$ cat config.mk
export PLATFORM = sky130hd
export DESIGN_NAME = mul_booth4_seq
export DESIGN_NICKNAME = d
export VERILOG_FILES = /design/src/rtl/mul_booth4_seq_pkg.sv /design/src/rtl/mul_booth4_seq_booth4_sel.sv /design/src/rtl/mul_booth4_seq.sv
export SDC_FILE = /design/constraint.sdc
export NUM_CORES = 1
export LEC_CHECK = 0
export BUFFER_PORTS_ARGS = -buffer_cell sky130_fd_sc_hd__buf_4
export CORE_MARGIN = 3
export CORE_UTILIZATION = 65
export CTS_BUF_LIST = sky130_fd_sc_hd__clkbuf_2
export DETAILED_ROUTE_END_ITERATION = 16
export GPL_TIMING_DRIVEN = 0
export PLACE_DENSITY = 0.86
export SLEW_MARGIN = 10
export SYNTH_ARGS = -nofsm -noshare
export SYNTH_HDL_FRONTEND = slang
export SYNTH_SLANG_ARGS = --single-unit
$ cat constraint.sdc
create_clock -name clk -period 9.6 [get_ports clk]
set_input_delay 1.44 -clock clk [delete_from_list [all_inputs] [get_ports clk]]
set_output_delay 1.44 -clock clk [all_outputs]
set_load 0.01 [all_outputs]
$ cat src/rtl/mul_booth4_seq_pkg.sv
// Shared types and helpers for the sequential radix-4 Booth multiplier.
package mul_pkg;

    typedef enum logic [1:0] {
        IDLE,
        CALC,
        DONE
    } state_t;

    typedef enum logic [2:0] {
        ZERO,
        P1,
        P2,
        M1,
        M2
    } digit_t;

    // One Booth step per bit pair of the operand extended by two bits.
    function automatic int nstep(input int w);
        return w / 2 + 1;
    endfunction

endpackage

$ cat src/rtl/mul_booth4_seq_booth4_sel.sv
// Radix-4 Booth digit decode: turns {mq[1:0],last} into the signed addend.
module booth4_sel
    import mul_pkg::*;
#(
    parameter int WIDTH = 32
) (
    input  logic [2:0]              sel,
    input  logic signed [WIDTH+1:0] b_ext,
    output logic signed [WIDTH+3:0] addend
);

    digit_t                  dig;
    logic signed [WIDTH+3:0] b4;

    assign b4 = {{2{b_ext[WIDTH+1]}}, b_ext};

    always_comb begin
        dig = ZERO;
        case (sel)
            3'b001, 3'b010: dig = P1;
            3'b011:         dig = P2;
            3'b100:         dig = M2;
            3'b101, 3'b110: dig = M1;
            default:        dig = ZERO;
        endcase
    end

    always_comb begin
        addend = '0;
        case (dig)
            P1:      addend = b4;
            P2:      addend = b4 <<< 1;
            M1:      addend = -b4;
            M2:      addend = -(b4 <<< 1);
            default: addend = '0;
        endcase
    end

endmodule

$ cat src/rtl/mul_booth4_seq.sv
// Sequential radix-4 Booth multiplier with start/done handshake and
// signed/unsigned mode; one Booth step per clock.
module mul_booth4_seq
    import mul_pkg::*;
#(
    parameter int WIDTH = 32
) (
    input  logic               clk,
    input  logic               rst,
    input  logic               start,
    input  logic               is_signed,
    input  logic [WIDTH-1:0]   a,
    input  logic [WIDTH-1:0]   b,
    output logic               busy,
    output logic               done,
    output logic [2*WIDTH-1:0] p,
    output logic               overflow
);

    localparam int NSTEP = nstep(WIDTH);
    localparam int CW    = $clog2(NSTEP + 1);
    localparam int EW    = WIDTH + 2;
    localparam int AW    = WIDTH + 4;

    state_t               state, state_nx;
    logic                 load, step;
    logic signed [AW-1:0] acc, addend, sum, acc_nx;
    logic [EW-1:0]        mq, mq_nx;
    logic signed [EW-1:0] b_ext;
    logic                 last, sgn;
    logic [CW-1:0]        cnt;
    logic [2*WIDTH-1:0]   prod;
    logic [WIDTH:0]       hi;
    logic                 ovf_nx;

    booth4_sel #(.WIDTH(WIDTH)) u_sel (
        .sel    ({mq[1:0], last}),
        .b_ext  (b_ext),
        .addend (addend)
    );

    // Add the digit, then arithmetic shift of the combined {acc,mq} by two.
    assign sum    = acc + addend;
    assign acc_nx = {{2{sum[AW-1]}}, sum[AW-1:2]};
    assign mq_nx  = {sum[1:0], mq[EW-1:2]};

    assign prod   = {acc[WIDTH-3:0], mq};
    assign hi     = prod[2*WIDTH-1:WIDTH-1];
    assign ovf_nx = sgn ? ((hi != '0) && (hi != '1)) : (prod[2*WIDTH-1:WIDTH] != '0);

    assign busy = (state == CALC);

    always_ff @(posedge clk) begin
        if (rst) state <= IDLE;
        else     state <= state_nx;
    end

    always_comb begin
        state_nx = state;
        load     = 1'b0;
        step     = 1'b0;
        case (state)
            IDLE: if (start) begin
                load     = 1'b1;
                state_nx = CALC;
            end
            CALC: begin
                step = 1'b1;
                if (cnt == CW'(NSTEP - 1)) state_nx = DONE;
            end
            DONE: begin
                state_nx = start ? CALC : IDLE;
                load     = start;
            end
            default: state_nx = IDLE;
        endcase
    end

    always_ff @(posedge clk) begin
        if (rst) begin
            acc      <= '0;
            mq       <= '0;
            b_ext    <= '0;
            last     <= 1'b0;
            sgn      <= 1'b0;
            cnt      <= '0;
            done     <= 1'b0;
            p        <= '0;
            overflow <= 1'b0;
        end else begin
            done <= (state == DONE);
            if (state == DONE) begin
                p        <= prod;
                overflow <= ovf_nx;
            end
            if (load) begin
                acc   <= '0;
                mq    <= is_signed ? {{2{a[WIDTH-1]}}, a} : {2'b00, a};
                b_ext <= is_signed ? {{2{b[WIDTH-1]}}, b} : {2'b00, b};
                last  <= 1'b0;
                sgn   <= is_signed;
                cnt   <= '0;
            end else if (step) begin
                acc  <= acc_nx;
                mq   <= mq_nx;
                last <= mq[1];
                cnt  <= cnt + CW'(1);
            end
        end
    end

endmodule

==> results_dict.tcl <==
set metrics [dict create \
    min_from "p[19]" \
    clkPwrFrac_pct 25.3 \
    dr.pass1.iters 8 \
    synthDistinctLibCells 64 \
    required_ns 10.34 \
    crit_fanout 8 \
    fin_crit_ns 5.420 \
    p_switching_mw 0.5591 \
    post_cts_buffers 0 \
    io_pins 135 \
    first_global_vias 10080 \
    ff2ff_path_depth 18 \
    r2r_end "acc[33]" \
    slew_violations 0 \
    core_um2 15310 \
    maxCapViolations 0 \
    min_period_over_period_pct 56.46 \
    clock_path_buffers 2 \
    crit_arrival_ns 6.16 \
    drive_gt1_share_pct 12.05 \
    layout_setup_ws_ns 4.180 \
    dp_hpwl_mm 24.38 \
    p_int_mw 0.9942 \
    place_ws_ns 4.306 \
    relSlewSlack_pct 29.73 \
    start_util_pct 66.81 \
    fmax_mhz 184.5 \
    wire_per_inst_um 18.08 \
    portBuffers 134 \
    powerDensity_nw_per_um2 132.5 \
    grt_pass1_wl_mm 51.67 \
    syn-instance-count 1402 \
    hold_end "p[19]" \
    rrSetupSlack_ns 4.18 \
    grtUsageTotal_pct 36.51 \
    yosysSeqAreaShare_pct 34.44 \
    tns_ns 0 \
    cts_hold_buf 0 \
    drtIter0Drc 1412 \
    clkSlewWorstSetupHoldPaths_ns 0.31 \
    start_kind "flip-flop" \
    whs_path_depth 2 \
    synth_ff_type "dfxtp_1" \
    p_leak_nw 4.603 \
    fp.dieH_um 131.5 \
    ctsResizeCount 0 \
    rows 45 \
    htreeDepth 4 \
    register_area_um2 3523 \
    syn_avg_cell_area_um2 7.297 \
    clk_latency_ns 0.85 \
    cts_tree "built" \
    synth.ff_latch_count 176 \
    vias 10960 \
    rsz0062_at_grt "false" \
    yosysWarnings 0 \
    r2r-start "b_ext[2]" \
    startpoint "b_ext[2]" \
    end_kind "flip-flop" \
    mappedNetlistNets 1509 \
    peakVddDrop_mv 0.1082 \
    synthArstFlopShare_pct 0 \
    hold_class "reg2reg" \
    viasPerCell 6.162 \
    antenna_left 0 \
    die_w_um 131.5 \
    swShare_pct 35.99 \
    cts-buffers-inserted 17 \
    clock-sinks 176 \
    worst_slew_pin_slew_ns 1.054 \
    antenna_cells 0 \
    p_seq_share_pct 50.8 \
    final_nets 1662 \
    grt_max_degree 17 \
    place.gp.congestion 0.9905 \
    hold_viol_final 0 \
    antenna_found_initial 0 \
    wl_mm 32.17 \
    cts-root-buf "clkbuf_2" \
    crit_type "reg2reg" \
    route.detailed.drc 0 \
    fin_worst_skew_ns 0.05053 \
    final-setup-viol-count 0 \
    combPwrFrac_pct 24.0 \
    syn_to_final_growth_pct 14.59 \
    design.die.area_um2 17280 \
    grt_overflow_total 0 \
    synth_edf_count 0 \
    synth_area_um2 10230 \
    status "finished clean" \
    multiInputGateArea_um2 6243 \
    nFillCells 1191 \
]
==> critical path, stage by stage, from the launching register on <==
cell	delay (ns)
dfxtp_1	0.37
clkbuf_1	0.19
nor4_1	0.38
nand4_1	0.32
or3_4	0.46
or4_4	0.45
or3_4	0.38
nor3_2	0.13
xnor2_1	0.21
a211oi_2	0.12
o31ai_1	0.45
ha_1	0.29
and3_1	0.23
nand2_1	0.08
or4b_2	0.61
a21oi_1	0.16
mux2i_1	0.23
o21ai_0	0.11
nor3b_1	0.14
==> power groups by stage <==
stage / clock network [mW] / logic, mW / registers, mW
finish: 0.392 / 0.372 / 0.789
global route: 0.414 / 0.406 / 0.792
CTS: 0.388 / 0.362 / 0.787
detailed placement: 0 / 0.360 / 0.800
global placement: 0 / 0.354 / 0.799
floorplan: 0 / 0.255 / 0.791
==> cell families (layout without fill, tap and decap cells) <==
kind of cell	after synthesis	count (layout)	share of synthesized area [%]
compound gates	395	395	23.60
flops	176	176	34.44
simple gates	585	585	25.01
mux	8	8	0.8071
xor+xnor	79	79	6.763
buf+inv	120	286	4.537
fa+ha+maj	39	39	4.843
==> worst max path at each step <==
stage	end	slack, ns
final	acc[33]	4.18
after global routing	acc[33]	3.84
after CTS	acc[33]	4.26
after detailed placement	acc[33]	4.31
after global placement	acc[33]	4.32
after floorplan	acc[33]	4.95
==> cell usage after synthesis, drive strengths merged (8+ instances only) <==
library cell    n  area share (%)
nand4          17             1.0
a22oi          21             1.5
nor3           22             1.1
a31oi          18             1.1
ha             38             4.6
xnor2          47             4.0
nor4           16             1.2
a211oi         13             1.1
or4             8            0.66
nor2           71             2.6
buf            15            0.68
clkbuf         90             3.3
or3            12            0.83
a21oi         193             9.4
a221oi         20             1.7
nand3          20            0.98
inv            15            0.55
nor2b           9            0.55
nand2         378              14
a21o           15             1.1
dfxtp         176              34
nand2b         10            0.61
o22ai          14            0.86
o21ai          48             2.3
xor2           32             2.7
==> per-layer routing <==
layer,up-vias,track usage [%],routed length [um],share of wire [%]
li1,5220,-,-,-
met1,4997,49.49,13320,41
met2,649,55.99,14330,45
met3,96,8.308,3318,10
met4,0,15.81,1202,3.7
met5,-,0,0,0
==> layout by cell type (no fill, tap or decap), drive strengths merged, types with 9 or more instances in the layout <==
cell	instances
nand2	378
a21oi	193
dfxtp	176
buf	149
clkbuf	107
nor2	71
o21ai	48
xnor2	47
ha	38
xor2	32
nor3	22
a22oi	21
nand3	20
a221oi	20
inv	19
a31oi	18
nand4	17
nor4	16
a21o	15
o22ai	14
a211oi	13
or3	12
nand2b	10
nor2b	9
==> flip-flops by register name, indices dropped and copies added, names as in the netlist <==
| name | count |
|---|---|
| acc | 34 |
| b_ext | 33 |
| cnt | 5 |
| done | 1 |
| last | 1 |
| mq | 34 |
| overflow | 1 |
| p | 64 |
| sgn | 1 |
| state | 2 |
==> metrics by stage <==
stage                     hold slack, ns  total power [mW]  cells  area [um^2]  utilization [%]
after floorplan                   0.4315             1.046   1402        10230                -
after global placement            0.4431             1.153   1747        11500            75.10
after detailed placement          0.4474             1.160   1747        11500            75.10
after CTS                         0.4736             1.536   1779        11720            76.55
after global routing              0.4915             1.612   1779        11720            76.55
final                             0.4743             1.553   1779        11720            76.55
==> layout make-up <==
| type | instances | area share [%] |
|---|---|---|
| sequential | 176 | 30.05 |
| tap | 211 | 2.252 |
| buffer | 105 | 3.479 |
| clock buffer | 17 | 0.7257 |
| clock inverter | 15 | 1.174 |
| timing repair buffer | 134 | 8.581 |
| multi-input combinational | 1106 | 53.26 |
| inverter | 15 | 0.4803 |
No activity file was read; power rests on OpenSTA's default activity.
